--- src/rtl/serial_alu.sv ---
// serial_alu: bit-serial ALU built from one 1-bit slice with a registered carry.
// Operands are consumed LSB first, one bit per clock, and the assembled word is
// published on result only when the last bit has been processed.
module serial_alu #(
  parameter int WIDTH = 32
) (
  input  logic             clk,
  input  logic             rst,
  input  logic             start,
  input  logic [WIDTH-1:0] a,
  input  logic [WIDTH-1:0] b,
  input  logic             a_invert,
  input  logic             b_invert,
  input  logic [1:0]       operation,
  output logic             busy,
  output logic             done,
  output logic [WIDTH-1:0] result,
  output logic             zero,
  output logic             overflow
);

  localparam int CW = $clog2(WIDTH);
  localparam logic [CW-1:0] LAST = CW'(WIDTH - 1);

  typedef enum logic [1:0] {
    IDLE,
    RUN,
    DONE
  } state_t;

  state_t state, next_state;

  // Latched request: operands shift right each bit so bit 0 is always the live bit.
  logic [WIDTH-1:0] a_sh, b_sh;
  logic             a_inv_r, b_inv_r;
  logic [1:0]       op_r;
  logic             carry;
  logic [CW-1:0]    count;
  // Holds the bits produced so far; the newest bit enters at the top.
  logic [WIDTH-2:0] partial;

  logic             accept;
  logic             last_bit;
  logic             ai, bi, sum, cout, slice_bit, ovf, set_bit;
  logic [WIDTH-1:0] slice_word, final_word;

  // A new request is taken whenever no operation is in flight; DONE counts as free.
  assign accept   = start && (state != RUN);
  assign last_bit = (state == RUN) && (count == LAST);

  // State register; reset forces IDLE and aborts any operation silently.
  always_ff @(posedge clk) begin
    if (rst) begin
      state <= IDLE;
    end else begin
      state <= next_state;
    end
  end

  // Next-state logic and handshake outputs.
  always_comb begin
    next_state = state;
    busy       = 1'b0;
    done       = 1'b0;
    case (state)
      IDLE: begin
        if (start) next_state = RUN;
      end
      RUN: begin
        busy = 1'b1;
        if (last_bit) next_state = DONE;
      end
      DONE: begin
        done       = 1'b1;
        next_state = start ? RUN : IDLE;
      end
      default: next_state = IDLE;
    endcase
  end

  // One bit slice: inverted inputs, full adder, logic ops and the SLT set bit.
  always_comb begin
    ai        = a_sh[0] ^ a_inv_r;
    bi        = b_sh[0] ^ b_inv_r;
    sum       = ai ^ bi ^ carry;
    cout      = (ai & bi) | (ai & carry) | (bi & carry);
    slice_bit = sum;
    case (op_r)
      2'b00:   slice_bit = ai & bi;
      2'b01:   slice_bit = ai | bi;
      default: slice_bit = sum;
    endcase
    // On the MSB the incoming carry is the carry into the sign bit.
    ovf        = carry ^ cout;
    set_bit    = sum ^ ovf;
    slice_word = {slice_bit, partial};
    final_word = (op_r == 2'b11) ? {{(WIDTH-1){1'b0}}, set_bit} : slice_word;
  end

  // Datapath: latch on accept, shift one bit per RUN cycle, publish on the last bit.
  always_ff @(posedge clk) begin
    if (rst) begin
      a_sh     <= '0;
      b_sh     <= '0;
      a_inv_r  <= 1'b0;
      b_inv_r  <= 1'b0;
      op_r     <= 2'b00;
      carry    <= 1'b0;
      count    <= '0;
      partial  <= '0;
      result   <= '0;
      zero     <= 1'b1;
      overflow <= 1'b0;
    end else if (accept) begin
      a_sh    <= a;
      b_sh    <= b;
      a_inv_r <= a_invert;
      b_inv_r <= b_invert;
      op_r    <= operation;
      carry   <= b_invert;
      count   <= '0;
      partial <= '0;
    end else if (state == RUN) begin
      a_sh    <= a_sh >> 1;
      b_sh    <= b_sh >> 1;
      carry   <= cout;
      count   <= count + 1'b1;
      partial <= slice_word[WIDTH-1:1];
      if (last_bit) begin
        result   <= final_word;
        zero     <= (final_word == '0);
        overflow <= (op_r == 2'b10) ? ovf : 1'b0;
      end
    end
  end

endmodule

--- config.mk ---
export PLATFORM = sky130hd
export DESIGN_NAME = serial_alu
export DESIGN_NICKNAME = d
export VERILOG_FILES = /design/src/rtl/serial_alu.sv
export SDC_FILE = /design/constraint.sdc
export NUM_CORES = 1
export LEC_CHECK = 0
export ABC_AREA = 1
export BUFFER_PORTS_ARGS = -buffer_cell sky130_fd_sc_hd__buf_4
export CAP_MARGIN = 20
export CORE_MARGIN = 2
export CORE_UTILIZATION = 29
export CTS_CLUSTER_DIAMETER = 50
export DETAILED_ROUTE_END_ITERATION = 8
export SLEW_MARGIN = 5
export SYNTH_ARGS = -nofsm -noshare
export SYNTH_HDL_FRONTEND = slang
export SYNTH_SLANG_ARGS = --single-unit
--- constraint.sdc ---
create_clock -name clk -period 3.2 [get_ports clk]
set_clock_uncertainty 0.15 [all_clocks]
set_input_delay 0.48 -clock clk [delete_from_list [all_inputs] [get_ports clk]]
set_output_delay 0.48 -clock clk [all_outputs]
set_load 0.05 [all_outputs]
==> impl_metrics.tcl, run 1 <==
set metrics [dict create \
    status "finished, final reports clean" \
    drt_pre_antenna_iters 5 \
    antenna_found_initial 0 \
    start_util_pct 29.7 \
    clock.fmax_mhz 436 \
    globalRouteOverflowTotal 0 \
    holdWs_ps 146 \
    grt_pass1_vias 4958 \
    vias_per_cell 4.47 \
    drc_errors 0 \
    placementRows 52 \
    grt_max_degree 60 \
    critPathTopFamily "buffers and inverters" \
    synth_ff_type "dfxtp_1" \
    max_slew.worst_pin.slew_ps 942 \
    hold_buffers 0 \
    die_h_um 148 \
    routed_wire_length_per_instance_um 12.7 \
    cts_tree "yes" \
    synth_top_area_share_pct 46.8 \
    end_kind "output pin" \
    fin_nets 976 \
    cts_buffers 17 \
    finalCritPeriodShare_pct 71.7 \
    gp_congestion 0.736 \
    synth-edff-count 0 \
    power_density_nw_per_um2 555 \
    rsz0062_at_grt "false" \
    grt_usage_pct 13.8 \
    syn-cell-area_um2 6030 \
    vias 5283 \
    synthTopCellsByCount "nand2_1, dfxtp_1, inv_1" \
    core_area_um2 20300 \
    yosysTopAreaCell "dfxtp_1" \
    yosys_warnings 0 \
    grt_pass1_wl_um 24400 \
    detail-route-antenna-nets 0 \
    cp_num_buf_inv 4 \
    path_cells "inv_1 > nand2_4 > inv_2 > buf_4 > buf_4" \
    ys_seq_area_share_pct 46.8 \
    drive_gt1_share_pct 17.4 \
    startpoint_type "flip-flop" \
    synth.most_common_cell "nand2_1" \
    synth_area_per_cell_um2 7.38 \
    leakagePower_nw 3.53 \
    clockBufferDepth 2 \
    yosys_register_bits 141 \
    post_cts_buffers 0 \
    slowest_stage "buf_4" \
    path_common_cell "buf_4" \
    io_pins 107 \
    clock-root-buffer "clkbuf_16" \
    clock_latency_ps 430 \
    worstHoldPathType "in2reg" \
    clock-sinks 141 \
    arrival_ps 1670 \
    numPortBuffers 106 \
    layout_min_cycle_time_ps 2300 \
    cp.required_ps 2570 \
    ctsResizeCount 0 \
    hpwl_um 9850 \
    yosys-top-cells-area "dfxtp_1, nand2_1, inv_1" \
    wl_um 15000 \
    synthCells 817 \
    n_antenna_cell 0 \
    setup-violations-final 0 \
    vdd_drop_max_mv 0.340 \
    synthesis.nets 894 \
    async_flop_share_pct 0 \
    worstSetupPathType "reg2out" \
    die_x_um 148 \
    drv_cap 0 \
    drt-initial-drc-count 304 \
    dieArea_um2 22000 \
    relSlewSlack_pct 37.0 \
    setup_tns_ps 0 \
    hold_viol 0 \
    clk_pin_slew_ps 60 \
    htree_levels 4 \
    area_growth_pct 25.5 \
    path_max_fanout 40 \
    ys_types 30 \
    slowest_delay_ps 390 \
    drv_slew 0 \
]
==> registers in the layout (all words and copies together) (netlist names) <==
name      cells
zero          1
state         2
partial      31
overflow      1
op_r          2
a_inv_r       1
b_sh         32
carry         1
a_sh         32
count         5
b_inv_r       1
result       32
==> report_power, final <==
group / switching [mW] / total, mW / internal (mW) / leakage [nW]
sequential: 0.0201 / 1.84 / 1.82 / 1.15
combinational: 0.254 / 0.412 / 0.158 / 2.11
clock: 0.797 / 1.95 / 1.16 / 0.276
total: 1.07 / 4.20 / 3.13 / 3.53
==> final timing paths <==
check                  start         end  slack [ps]  depth (start not counted)
setup reg to reg    count[0]        zero        1100                         11
setup / recovery    state[1]        busy         900                          5
hold / removal      a_invert     a_inv_r         150                          3
hold reg to reg   partial[0]  partial[0]         310                          2
==> per-stage QoR <==
stage	utilization, %	setup slack (ps)	area [um2]	total power, mW	instances
floorplan	-	1450	6030	2.15	817
global placement	34.4	1110	6980	2.29	1150
detailed placement	34.4	1070	6980	2.29	1150
CTS	37.3	888	7570	4.26	1182
global route	37.3	798	7570	4.39	1182
finish	37.3	904	7570	4.20	1182
==> per-layer routing <==
metal	GRT usage (%)	part of all wire, %	up-vias
met2	22.1	47	95
met5	0	0	-
met3	3.50	3.9	22
met1	17.8	47	2383
li1	-	-	2783
met4	5.76	2.4	0
==> cells in the final DEF, fill, tap and decap left out, types with 2 or more instances in the layout <==
cell	count
inv_1	140
clkbuf_16	17
dfxtp_1	141
bufinv_16	2
clkinv_4	5
o221ai_1	52
a21oi_1	71
buf_4	117
xnor2_1	2
nand2_4	2
ha_1	4
o21ai_1	6
o21ai_0	49
o211ai_1	7
inv_6	3
o22ai_1	5
nand2_1	207
inv_2	4
nor3_1	3
nand3_1	12
fa_1	2
nor2_1	48
clkinvlp_4	4
==> layout make-up <==
class                           count  area, um2
Clock buffer                       17        425
Clock inverter                     15        165
Fill cell                        2186      12700
Tap cell                          270        338
Inverter                          144        541
Timing Repair Buffer              117        878
Multi-Input combinational cell    478       2400
Sequential cell                   141       2820
==> kinds of logic (layout without fill, tap and decap cells) <==
family	after synthesis	in the layout	share of synthesized area, %
simple gates	278	278	18.3
flops	141	141	46.8
compound gates	191	191	19.6
buf+inv	198	293	13.5
xor+xnor	3	3	0.436
fa+ha+maj	6	6	1.49
==> worst min-delay path, delay by kind of cell <==
kind | cells | cell delay (ps)
AND/OR/NAND/NOR | 2 | 120
buffers and inverters | 1 | 80
Power figures use the tool's default switching activity.
==> run 2, diff against run 1 <==
==> constraint.sdc (replaced) <==
create_clock -name clk -period 2.1 [get_ports clk]
set_clock_uncertainty 0.15 [all_clocks]
set_input_delay 0.315 -clock clk [delete_from_list [all_inputs] [get_ports clk]]
set_output_delay 0.315 -clock clk [all_outputs]
set_load 0.05 [all_outputs]
==> run 2 against run 1 <==
Net effect:
- critical path depth fell by 1
- cell area rose by 1.4%
- power rose by 50%
- sequential power rose by 52%
- flip-flop and latch count did not move
- non-clock buffer count rose by 9
- utilization rose by 0.52 points
- die area did not move
- register-to-register slack got worse by 910 ps
- sequential share of layout area fell by 0.52 points
==> impl_metrics.tcl, run 2 (synthesized netlist as in run 1, its figures left out) <==
set metrics [dict create \
    core_area_um2 20300 \
    dieArea_um2 22000 \
    max_slew.worst_pin.slew_ps 625 \
    drive_gt1_share_pct 17.8 \
    clock_latency_ps 420 \
    mostFrequentLayoutCells "nand2_1, dfxtp_1, inv_1, buf_4, a21oi_1" \
    dp_cells 1155 \
    n_fill_cell 2167 \
    hold_viol 0 \
    drv_slew 0 \
    worstSetupPathType "reg2out" \
    slowest_delay_ps 390 \
    placementRows 52 \
    regArea_um2 2820 \
    path_cells "nand2_4 > inv_2 > buf_6 > buf_4" \
    drc_errors 0 \
    multi_input_area_um2 2410 \
    drt_pre_antenna_iters 5 \
    antenna_found_initial 0 \
    hpwl_um 9970 \
    routed_wire_length_per_instance_um 12.9 \
    setup_tns_ps 0 \
    wl_um 15300 \
    finalCritPeriodShare_pct 96.3 \
    vias 5349 \
    power_density_nw_per_um2 821 \
    start_util_pct 29.7 \
    grt_max_degree 62 \
    cp.required_ps 1630 \
    cts_buffers 17 \
    area_growth_pct 27.3 \
    grt_usage_pct 14.2 \
    clockBufferDepth 2 \
    vdd_drop_max_mv 0.452 \
    clock.fmax_mhz 494 \
    rsz0062_at_grt "false" \
    arrival_ps 1560 \
    stdcell_count 1191 \
    path_max_fanout 22 \
    vias_per_cell 4.49 \
    slowest_stage "dfxtp_1" \
    cp_num_buf_inv 3 \
    clock-sinks 141 \
    gp_congestion 0.712 \
    n_antenna_cell 0 \
    startpoint_type "flip-flop" \
    clk_pin_slew_ps 60 \
    end_kind "output pin" \
    layout_min_cycle_time_ps 2020 \
    grt_pass1_vias 5172 \
    worstHoldPathType "in2reg" \
    numPortBuffers 106 \
    reg_top3 "a_sh x32, b_sh x32, result x32" \
    globalRouteOverflowTotal 0 \
    critPathTopFamily "buffers and inverters" \
    final_common_cell "nand2_1" \
    grt_pass1_wl_um 25400 \
    fin_nets 985 \
    io_pins 107 \
    htree_levels 4 \
    die_h_um 148 \
    leakagePower_nw 3.59 \
    detail-route-antenna-nets 0 \
    relSlewSlack_pct 58.3 \
    cts_tree "yes" \
    drv_cap 0 \
    setup-violations-final 0 \
    drt-initial-drc-count 328 \
    clock-root-buffer "clkbuf_16" \
    die_x_um 148 \
    status "finished, final reports clean" \
]
## run 2: cell types whose count changed in the layout (fill, tap and decap cells not counted), sizes merged
cell,delta
clkbuf,+3
bufinv,-2
buf,+5
dlygate4sd3,+4
inv,+3
clkinvlp,-2
clkinv,-2
## run 2: path summary, 6_finish.rpt
kind | from | endpoint | slack, ps | depth (start not counted)
min | operation[0] | op_r[0] | 30 | 3
max reg2reg | b_inv_r | zero | 190 | 8
min reg2reg | partial[0] | partial[0] | 310 | 2
max | state[0] | busy | 80 | 4
## run 2: through the flow
step	power [mW]	cell area [um2]	util, %	setup WS (ps)	hold slack (ps)
final	6.30	7680	37.8	76.8	27.6
after global routing	6.57	7680	37.8	0.416	39.4
after CTS	6.38	7670	37.8	70.9	6.11
after detailed placement	3.51	7060	34.8	180	308
after global placement	3.51	7060	34.8	197	304
after floorplan	3.28	6030	-	354	289
## run 2: layout make-up
cell class              count  area share [%]
multi-input cells         478            31.4
well taps                 270            4.40
clock inverters            12            1.29
repair buffers            126            13.1
clock buffers              20            6.08
flip-flops and latches    141            36.8
inverters                 144            7.04
## run 2: tightest hold or removal path, stage by stage
cell,delay [ps]
buf_4,80
o21ai_1,60
a21oi_1,100
## run 2: metal layers
layer  GRT usage, %  share of wire [%]  up-vias  routed length, um
met1           18.9                 48     2461               7390
met4           4.14                1.0        0                157
met2           23.1                 47       77               7150
li1               -                  -     2796                  -
met3           3.44                4.0       15                618
met5              0                  0        -                  0
## run 2: report_power, final
group | total [mW] | internal, mW | leakage (nW) | switching, mW
Sequential | 2.80 | 2.77 | 1.15 | 0.0298
Combinational | 0.656 | 0.263 | 2.17 | 0.394
Clock | 2.85 | 1.63 | 0.275 | 1.22
## run 2: timing repair
item,in CTS,in global routing
setup buffers,0,0
hold endpoints to repair,5,0
pin swaps,0,0
setup endpoints to repair,1,14
resized for setup,1,3
hold buffers,4,0
==> run 3, diff against run 2 <==
--- a/config.mk
+++ b/config.mk
@@ -8,10 +8,10 @@
 export ABC_AREA = 1
 export BUFFER_PORTS_ARGS = -buffer_cell sky130_fd_sc_hd__buf_4
 export CAP_MARGIN = 20
-export CORE_MARGIN = 2
 export CORE_UTILIZATION = 29
 export CTS_CLUSTER_DIAMETER = 50
 export DETAILED_ROUTE_END_ITERATION = 8
+export PLACE_DENSITY = 0.52
 export SLEW_MARGIN = 5
 export SYNTH_ARGS = -nofsm -noshare
 export SYNTH_HDL_FRONTEND = slang
==> run 3 against run 2 <==
Net effect:
- critical endpoint unchanged
- maximum frequency rose by 0.94%
- die area shrank 2.7%
- setup slack better by 19 ps
- combinational power about the same
- cell count hardly changed
- critical path depth is 1 higher
- global-route usage up 0.20 points
- largest cell class unchanged
- clock power rose by 7.7%
- flip-flop and latch count unchanged
- clock-buffer cell count shrank 1
- sequential power about the same
- worst hold slack gained 7.6 ps
==> impl_metrics.tcl, run 3 (synthesized netlist as in run 1, its figures left out) <==
set metrics [dict create \
    status "finished, final reports clean" \
    htree_levels 4 \
    drv_slew 0 \
    placementRows 52 \
    final_common_cell "nand2_1" \
    detail-route-antenna-nets 0 \
    grt_pass1_vias 5055 \
    wl_um 15300 \
    vdd_drop_max_mv 0.510 \
    clock-sinks 141 \
    worstSetupPathType "reg2out" \
    met2_usage_pct 23.7 \
    stdcell_count 1190 \
    clk_pin_slew_ps 60 \
    relSlewSlack_pct 65.8 \
    grt_util_met1_pct 18.5 \
    power.total_mw 6.53 \
    arrival_ps 1540 \
    drive_gt1_share_pct 17.8 \
    n_antenna_cell 0 \
    core_area_um2 20300 \
    startpoint_type "flip-flop" \
    regArea_um2 2820 \
    leakagePower_nw 3.62 \
    grt_pass1_wl_um 24800 \
    die_h_um 146 \
    area_growth_pct 28.3 \
    setup-violations-final 0 \
    routed_wire_length_per_instance_um 12.9 \
    post_cts_buffers 0 \
    clock_latency_ps 430 \
    power_density_nw_per_um2 843 \
    drv_cap 0 \
    clock-root-buffer "clkbuf_16" \
    final_core_util_pct 38.1 \
    clockBufferDepth 2 \
    grt_usage_pct 14.4 \
    dpl_cell_area_um2 7070 \
    place_ws_ps 204 \
    stdcell_area_um2 7740 \
    clock.fmax_mhz 499 \
    grt_max_degree 80 \
    holdWs_ps 35.1 \
    layout_min_cycle_time_ps 2000 \
    gp_congestion 0.735 \
    use_met3_pct 3.44 \
    dp_cells 1154 \
    timing.final.ws_setup_ps 95.6 \
    hold_path_depth 5 \
    grt_busiest_layer "met2" \
    mostFrequentLayoutCells "nand2_1, dfxtp_1, inv_1, buf_4, a21oi_1" \
    reg_top3 "a_sh x32, b_sh x32, result x32" \
    multi_input_area_um2 2410 \
    die_x_um 146 \
    antenna_found_initial 0 \
    fin_nets 984 \
    drc_errors 0 \
    path_max_fanout 40 \
    drt-initial-drc-count 290 \
    n_fill_cell 2191 \
    drt_pre_antenna_iters 5 \
    dieArea_um2 21400 \
    io_pins 107 \
    cts_tree "yes" \
    numPortBuffers 106 \
    holdCritStartpoint "b[25]" \
    worstHoldPathType "in2reg" \
    max_slew.worst_pin.slew_ps 509 \
    start_util_pct 29.7 \
    rsz0062_at_grt "false" \
    reg2reg_from "a_inv_r" \
    vias_per_cell 4.40 \
    cts_buffers 17 \
    end_kind "output pin" \
    crit_start "state[1]" \
    setup_tns_ps 0 \
    hpwl_um 9490 \
    vias 5241 \
    hold_viol 0 \
    globalRouteOverflowTotal 0 \
    finalCritPeriodShare_pct 95.4 \
    ff2ff_path_depth 8 \
    cp.required_ps 1630 \
]
==> run 3: cell count changes in the layout (fill, tap and decap cells not counted), sizes merged <==
cell / before / now
clkinv: 4 / 5
clkinvlp: 2 / 1
inv: 150 / 149
bufinv: 0 / 2
dlygate4sd3: 4 / 3
buf: 122 / 121
==> run 3: cell type report <==
cell class                      instances  share of cell area (%)
Timing Repair Buffer                  125                    13.3
Clock buffer                           19                    5.85
Multi-Input combinational cell        478                    31.1
Sequential cell                       141                    36.5
Inverter                              144                    6.98
Tap cell                              270                    4.36
Clock inverter                         13                    1.99
==> run 3: critical path, stage by stage, from the launching register on <==
cell and delay (ps):
dfxtp_1 300, inv_1 100, nand2_4 100, inv_2 140, buf_12 230, buf_4 240
==> run 3: where the power goes <==
| part | switching, mW | total, mW | internal, mW |
|---|---|---|---|
| Combinational | 0.394 | 0.657 | 0.263 |
| Clock | 1.23 | 3.07 | 1.84 |
| Sequential | 0.0288 | 2.80 | 2.77 |
==> run 3: repair_timing <==
action	CTS	global route
hold endpoints to repair	5	0
gates resized for setup	0	1
setup endpoints to repair	0	1
hold buffers	3	0
==> run 3: layer usage <==
layer | wire length [um] | vias up
met5 | 0 | -
li1 | - | 2791
met3 | 506 | 13
met1 | 7660 | 2360
met2 | 6990 | 77
met4 | 169 | 0
==> run 3: final timing paths <==
path / endpoint / slack [ps]
worst max-delay path: busy / 100
worst min-delay path: b_sh[25] / 40
worst max register to register: zero / 200
worst min register to register: count[4] / 320
